[src/rtl/alu_op_sequencer.sv]
// -----------------------------------------------------------------------------
// alu_op_sequencer
//
// Runs a short, host-loaded program of register-to-register operations through
// an external ALU. Owns a 4-entry register file and a PROG_DEPTH-entry
// instruction buffer.
//
// Each instruction takes ALU_LAT+2 cycles:
//   ISSUE (operands and op select are registered out to the ALU),
//   WAIT  (ALU_LAT cycles, operands held stable),
//   WB    (alu_result written to rf[rd]).
//
// Instruction format: [9:6] op, [5:4] ra, [3:2] rb, [1:0] rd.
//
// Ports:
//   clk, rst             clock (rising edge), synchronous active-high reset
//   prog_we/addr/data    instruction buffer write (accepted only when idle)
//   prog_len             number of instructions to run, sampled on start
//   reg_we/waddr/wdata   host register write (accepted only when idle)
//   reg_raddr/rdata      combinational register read, always live
//   start                begin execution at instruction 0 (accepted when idle)
//   busy                 high while instructions are executing
//   done                 one-cycle pulse when the program completes
//   alu_a/alu_b/alu_sel  registered ALU operands and op select
//   alu_result           ALU output, captured in WB
//   cyc_cnt              busy-cycle counter, present only when the macro
//                        ALU_OP_SEQUENCER_CYCCNT_EN is defined
// -----------------------------------------------------------------------------
module alu_op_sequencer #(
    parameter int DATA_W     = 8,
    parameter int PROG_DEPTH = 16,
    parameter int ALU_LAT    = 1,
    localparam int PA_W      = $clog2(PROG_DEPTH)
) (
    input  logic              clk,
    input  logic              rst,
    input  logic              prog_we,
    input  logic [PA_W-1:0]   prog_addr,
    input  logic [9:0]        prog_data,
    input  logic [PA_W:0]     prog_len,
    input  logic              reg_we,
    input  logic [1:0]        reg_waddr,
    input  logic [DATA_W-1:0] reg_wdata,
    input  logic [1:0]        reg_raddr,
    output logic [DATA_W-1:0] reg_rdata,
    input  logic              start,
    output logic              busy,
    output logic              done,
    output logic [DATA_W-1:0] alu_a,
    output logic [DATA_W-1:0] alu_b,
    output logic [3:0]        alu_sel,
    input  logic [DATA_W-1:0] alu_result
`ifdef ALU_OP_SEQUENCER_CYCCNT_EN
    ,
    output logic [15:0]       cyc_cnt
`endif
);

    localparam int CW = (ALU_LAT < 2) ? 1 : $clog2(ALU_LAT + 1);
    localparam logic [PA_W:0] DEPTH_L = (PA_W + 1)'(PROG_DEPTH);
    localparam logic [PA_W:0] ONE_L   = (PA_W + 1)'(1);

    typedef enum logic [2:0] {
        IDLE  = 3'd0,
        ISSUE = 3'd1,
        WAIT  = 3'd2,
        WB    = 3'd3,
        DONE  = 3'd4
    } state_t;

    state_t state, state_n;

    logic [9:0]        prog_buf [PROG_DEPTH];
    logic [DATA_W-1:0] rf [4];
    logic [PA_W-1:0]   pc;
    logic [PA_W:0]     len_q;
    logic [CW-1:0]     wcnt;

    logic [9:0]        instr;
    logic [PA_W:0]     pc_inc;
    logic              last;

    // Program length larger than the buffer runs the whole buffer once.
    function automatic logic [PA_W:0] sat_len(input logic [PA_W:0] l);
        return (l > DEPTH_L) ? DEPTH_L : l;
    endfunction

    assign instr     = prog_buf[pc];
    assign pc_inc    = {1'b0, pc} + ONE_L;
    assign last      = (pc_inc == len_q);
    assign reg_rdata = rf[reg_raddr];
    assign busy      = (state == ISSUE) || (state == WAIT) || (state == WB);
    assign done      = (state == DONE);

    // State register
    always_ff @(posedge clk) begin
        if (rst) begin
            state <= IDLE;
        end else begin
            state <= state_n;
        end
    end

    // Next-state logic
    always_comb begin
        state_n = state;
        case (state)
            IDLE: begin
                if (start) begin
                    state_n = (prog_len == '0) ? DONE : ISSUE;
                end
            end
            ISSUE:   state_n = WAIT;
            WAIT: begin
                if (wcnt == CW'(1)) begin
                    state_n = WB;
                end
            end
            WB:      state_n = last ? DONE : ISSUE;
            DONE:    state_n = IDLE;
            default: state_n = IDLE;
        endcase
    end

    // Instruction buffer: host-loaded while idle, never reset.
    always_ff @(posedge clk) begin
        if (!rst && state == IDLE && prog_we) begin
            prog_buf[prog_addr] <= prog_data;
        end
    end

    // Sequencer datapath: register file, pc, ALU operand registers
    always_ff @(posedge clk) begin
        if (rst) begin
            pc      <= '0;
            len_q   <= '0;
            wcnt    <= '0;
            alu_a   <= '0;
            alu_b   <= '0;
            alu_sel <= 4'b0000;
            for (int i = 0; i < 4; i++) begin
                rf[i] <= '0;
            end
        end else begin
            case (state)
                IDLE: begin
                    if (reg_we) begin
                        rf[reg_waddr] <= reg_wdata;
                    end
                    if (start) begin
                        len_q <= sat_len(prog_len);
                        pc    <= '0;
                    end
                end
                ISSUE: begin
                    alu_a   <= rf[instr[5:4]];
                    alu_b   <= rf[instr[3:2]];
                    alu_sel <= instr[9:6];
                    wcnt    <= CW'(ALU_LAT);
                end
                WAIT: begin
                    wcnt <= wcnt - CW'(1);
                end
                WB: begin
                    rf[instr[1:0]] <= alu_result;
                    // pc stays on the final instruction so it never wraps.
                    if (!last) begin
                        pc <= pc_inc[PA_W-1:0];
                    end
                end
                default: begin
                end
            endcase
        end
    end

`ifdef ALU_OP_SEQUENCER_CYCCNT_EN
    function automatic logic [15:0] sat_inc16(input logic [15:0] v);
        return (v == 16'hFFFF) ? v : v + 16'd1;
    endfunction

    // Counts cycles spent busy; holds after done until the next start.
    always_ff @(posedge clk) begin
        if (rst) begin
            cyc_cnt <= 16'd0;
        end else if (state == IDLE && start) begin
            cyc_cnt <= 16'd0;
        end else if (busy) begin
            cyc_cnt <= sat_inc16(cyc_cnt);
        end
    end
`else
    // Busy-cycle counter not built.
`endif

endmodule

[config.mk]
export PLATFORM = sky130hd
export DESIGN_NAME = alu_op_sequencer
export DESIGN_NICKNAME = d
export VERILOG_FILES = /design/src/rtl/alu_op_sequencer.sv
export SDC_FILE = /design/constraint.sdc
export NUM_CORES = 1
export LEC_CHECK = 0
export CORE_MARGIN = 2
export CORE_UTILIZATION = 30
export CTS_BUF_LIST = sky130_fd_sc_hd__clkbuf_4 sky130_fd_sc_hd__clkbuf_8 sky130_fd_sc_hd__clkbuf_16
export DETAILED_ROUTE_END_ITERATION = 16
export PLACE_DENSITY_LB_ADDON = 0.08
export SLEW_MARGIN = 15
export SYNTH_ARGS = -nofsm -noshare
export SYNTH_HDL_FRONTEND = slang
export SYNTH_SLANG_ARGS = --single-unit
[constraint.sdc]
create_clock -name clk -period 2.9 [get_ports clk]
set_input_delay 0.58 -clock clk [delete_from_list [all_inputs] [get_ports clk]]
set_output_delay 0.58 -clock clk [all_outputs]
set_load 0.01 [all_outputs]
After elaboration in Yosys (flattened, before gate mapping)
Memories as Yosys holds them, arrays and structs flattened. A register that Yosys moved wholly into a read port is not among the register bits.
Cells that the tools add are included.
{"block": "classes", "addsub": 2, "magnitude_cmp": 1, "eq_ne": 8, "n_mux": 29, "reduce_logical": 14}
{"operator": "$mux 4", "n": 4}
{"operator": "$mux 8", "n": 2}
{"operator": "$reduce_or 8->1", "n": 2}
{"operator": "$mux 1", "n": 13}
{"operator": "$mux 3", "n": 4}
{"operator": "$pmux 3 s4", "n": 1}
{"operator": "$pmux 4 s2", "n": 1}
{"operator": "$eq 3x2->1 const B", "n": 2}
{"operator": "$ne 2x2->1 const B", "n": 3}
{"operator": "$add 4x1->5 const B", "n": 1}
{"operator": "$eq 5x5->1", "n": 1}
{"operator": "$gt 5x5->1 const B", "n": 1}
{"operator": "$logic_not 5->1", "n": 1}
{"operator": "$mux 5", "n": 1}
{"operator": "$mux 2", "n": 2}
{"operator": "$reduce_and 2->1", "n": 2}
{"operator": "$reduce_bool 2->1", "n": 2}
{"operator": "$eq 3x1->1 const B", "n": 1}
{"operator": "$eq 3x3->1 const B", "n": 1}
{"operator": "$logic_not 3->1", "n": 1}
{"operator": "$reduce_and 3->1", "n": 1}
{"operator": "$logic_and 1x1->1", "n": 2}
{"operator": "$logic_or 1x1->1", "n": 2}
{"operator": "$pmux 1 s2", "n": 1}
{"operator": "2 further kinds", "n": 2}
{"block": "totals", "regBits": 17, "ram_bits": 192, "inputBits": 44, "out_inout_bits": 30, "word_cells": 61, "n_memories": 2}
{"name": "prog_buf", "words": 16, "width": 10, "read_ports": 1, "rd_clocked_by_memory_dff": 1, "wr": 1, "line_no": "73", "rtl": "logic [9:0] prog_buf [PROG_DEPTH];"}
{"name": "rf", "words": 4, "width": 8, "read_ports": 3, "rd_clocked_by_memory_dff": 2, "wr": 4, "line_no": "74", "rtl": "logic [DATA_W-1:0] rf [4];"}

Logic depth before layout (Yosys ltp)
{"block": "depth", "word_depth": 7, "depth_mapped": 10, "mapped_depth_nobuf": 7}

Worst setup path before layout
Ideal clock, no wire load.
{"block": "synth_timing", "path_type": "flip-flop to flip-flop", "startpoint": "register with a tool-made name", "endpoint": "memory rf[3][0] (enable)", "arrival_ns": 2.255, "setup_slack_ns": 0.258, "path_stages_with_launch": 7, "n_path_buf": 2, "synth_period_minus_slack_ns": 2.642, "cell_sequence": "dfxtp_1 > buf_2 > buf_1 > mux4_2 > mux2i_2 > nor2_1 > a211oi_1"}
{"item": "to (decl)", "line_no": "74"}

Final worst setup path
{"block": "layout_timing", "startpoint": "input port reg_raddr[0]", "endpoint": "output port reg_rdata[6]"}
{"block": "layout_between", "elab_chain_cells": 1}
{"item": "from (decl)", "line_no": "44", "rtl": "input logic [1:0] reg_raddr,"}
{"item": "$mem_v2 4x8"}
{"item": "to (decl)", "line_no": "45", "rtl": "output logic [DATA_W-1:0] reg_rdata,"}
No other way between the ends.

==> results.py <==
metrics = {
    "run_status": {
        "run_status": "completed",
    },
    "drt": {
        "route.detailed.vias_per_inst": 4.92,
        "drc": 0,
        "wirelength_um": 23400,
        "ant_nets": 0,
        "detailedRoute.firstIterationViolations": 400,
        "vias": 5626,
        "route.detailed.wl_per_inst_um": 20.4,
        "detailedRoute.firstPassIterationCount": 4,
    },
    "synthesis": {
        "synth_top_family_by_area": "multiplexers",
        "synthDistinctLibCells": 55,
        "yosysTopAreaCellShare": 0.593,
        "synth_edf_count": 192,
        "synth_area_leaders": "edfxtp_1 (59%), mux4_2 (8.1%), dfxtp_1 (7.6%)",
        "syn_area_um2": 9730,
        "post_synth_and_or_nand_nor_area_fraction": 0.0735,
        "synthDominantAreaCellType": "edfxtp_1",
        "synthesis.nets": 646,
        "yosys_most_used_dff": "edfxtp_1",
        "post_synth_inst_count": 601,
        "synth_compound_area_frac": 0.0539,
        "sequential_fraction_of_the_synthesis_area": 0.669,
        "synth-async-reset-ratio": 0,
        "synth-warning-count": 0,
        "synth.avg_cell_area_um2": 16.2,
        "xor_and_xnor_area_share_after_synthesis": 0.00540,
        "synthAdderAreaFrac": 0.00129,
        "synth.area.mux_share": 0.171,
        "ys_seq_elements": 229,
    },
    "clocking": {
        "cts-resized-gates": 0,
        "max-clock-path-buffers": 3,
        "cts_htree_levels": 1,
        "number_of_buffers_added_for_setup_after_cts": 0,
        "insertion_delay_ns": 0.53,
        "cts_tree": "yes",
        "holdBufCountCts": 0,
        "clkTransAtPathRegs_ns": 0.06,
        "cts_made_buffers": 28,
        "cts.sink_count": 229,
        "cts_root_buf": "clkbuf_16",
    },
    "sta": {
        "period_utilization_post_route": 0.974,
        "timing.clock.skew_ns": 0.00981,
        "max_slew_headroom": 0.502,
        "max_clock_freq_ghz": 0.354,
        "timing.final.crit_period_ns": 2.83,
        "setup-violations-final": 0,
        "hold_viol": 0,
        "hold_slack_ns": 0.470,
        "totalNegativeSetupSlack_ns": 0,
        "worst-slew-pin-transition_ns": 0.746,
        "drv_slew": 0,
        "rsz0062_at_grt": "false",
    },
    "cells_and_area": {
        "fill_cells": 2948,
        "final_cell_mix": "edfxtp_1 (192), clkdlybuf4s50_1 (73), nor2_1 (66), mux2i_1 (58), buf_4 (39)",
        "antenna_cells": 0,
        "synthToLayoutAreaGrowth_pct": 24.1,
        "final_common_cell": "edfxtp_1",
        "layout-drive-gt1-share": 0.196,
        "fin_nets": 765,
    },
    "floorplan": {
        "placeable_core_area_um2": 31700,
        "floorplan.initialDensity": 0.307,
        "fp-row-count": 65,
        "die_area_um2": 33900,
        "ios": 74,
        "die_height_um": 184,
        "dieWidth_um": 184,
    },
    "critical_path": {
        "start_kind": "primary input",
        "timing.setup.critical_path_class": "primary input to output port",
        "end_kind": "output port",
        "critical_path_peak_fanout": 8,
        "arrival_ns": 2.25,
        "worst-endpoint-required_ns": 2.32,
    },
    "global_routing": {
        "largest_net_degree_at_the_start_of_global_routing": 35,
        "initial_antenna_violation_count": 0,
        "groute.usage.overall": 0.140,
        "grt_overflow": 0,
        "first_global_vias": 5839,
        "global_route_wire_length_before_repair_um": 35900,
    },
    "placed_design": {
        "place.port_buffers": 73,
        "gp_congestion": 0.755,
        "dpl.hpwl_um": 15800,
    },
    "pwr": {
        "power_density_nw_per_um2": 641,
        "p_leak_uw": 0.00404,
        "vdd_drop_max_mv": 0.473,
    },
    "min_path": {
        "holdCritPathClass": "flip-flop to flip-flop",
    },
    "job": {
        "maxCapViolations": 0,
    },
}
-- per-stage QoR --
| step | setup slack [ns] | area, um^2 | std cells | total power [uW] | utilization |
|---|---|---|---|---|---|
| 2_1_floorplan | 0.258 | 9730 | 601 | 4100 | - |
| 3_3_place_gp | 0.0776 | 11200 | 1092 | 4420 | 0.352 |
| 3_5_place_dp | 0.0666 | 11200 | 1092 | 4430 | 0.352 |
| 4_1_cts | 0.0663 | 12100 | 1143 | 7850 | 0.381 |
| 5_1_grt | 0.0456 | 12100 | 1143 | 8040 | 0.381 |
| 6_report | 0.0748 | 12100 | 1143 | 7740 | 0.381 |
-- state kept, by name, summed over array words and instances (netlist names), named ones only --
| register | count |
|---|---|
| state | 3 |
| prog_buf | 160 |
| len_q | 5 |
| pc | 4 |
| alu_sel | 4 |
| alu_a | 8 |
| wcnt | 1 |
| rf | 32 |
| alu_b | 8 |
-- cell families after synthesis --
group / after synthesis
adders and majority gates: 1
DFF: 229
AOI/OAI and AO/OA: 63
xor gates and xnor gates: 6
muxes: 107
and+or+nand+nor: 153
buffers and inverters: 42
-- layout make-up --
cell class / count / area [um^2] / area share
clock buffer: 30 / 733 / 0.0607
clock inverter: 21 / 175 / 0.0145
inverter: 14 / 52.6 / 0.00435
multi-input combinational: 330 / 2980 / 0.247
sequential: 229 / 6510 / 0.539
tap: 402 / 503 / 0.0417
timing repair buffer: 117 / 1120 / 0.0931
-- critical path: stages --
cell,delay [ns]
clkdlybuf4s50_1,0.51
buf_12,0.15
mux4_2,0.50
clkdlybuf4s50_1,0.51
-- metal layers --
metal | global-route usage | part of all wire | vias up
met4 | 0.0323 | 0.019 | 0
li1 | - | - | 2615
met2 | 0.235 | 0.48 | 145
met5 | 0 | 0 | -
met1 | 0.191 | 0.45 | 2837
met3 | 0.0236 | 0.048 | 29
-- cells in the mapped netlist, drive strengths merged (2+ instances only) --
| cell | n |
|---|---|
| nand2b | 7 |
| nor3b | 9 |
| nand3 | 5 |
| buf | 18 |
| mux2i | 60 |
| a22oi | 9 |
| nor4 | 4 |
| o21ai | 8 |
| nor3 | 11 |
| edfxtp | 192 |
| o221ai | 17 |
| nor2 | 68 |
| clkbuf | 10 |
| xor2 | 3 |
| nor2b | 3 |
| inv | 14 |
| nand3b | 2 |
| and2 | 2 |
| o41ai | 2 |
| mux4 | 43 |
| xnor2 | 3 |
| a21oi | 12 |
| nand2 | 35 |
| mux2 | 4 |
| and2b | 2 |
| a211oi | 5 |
| a32oi | 2 |
| dfxtp | 37 |
-- path summary, 6_finish.rpt --
path | depth (start not counted) | endpoint | slack [ns] | start
hold reg to reg | 2 | alu_a[3] | 0.47 | alu_a[3]
setup / recovery | 4 | reg_rdata[6] | 0.07 | reg_raddr[0]
setup reg to reg | 5 | rf[0][4] | 0.27 | flip-flop
hold / removal | 2 | alu_a[3] | 0.47 | alu_a[3]
-- power by group --
| part | switching, uW | leakage [uW] | internal (uW) |
|---|---|---|---|
| combinational | 317 | 0.00154 | 288 |
| sequential | 77.0 | 0.00208 | 3670 |
| clock | 1380 | 0.000430 | 2010 |
No activity file was read; power rests on OpenSTA's default activity.
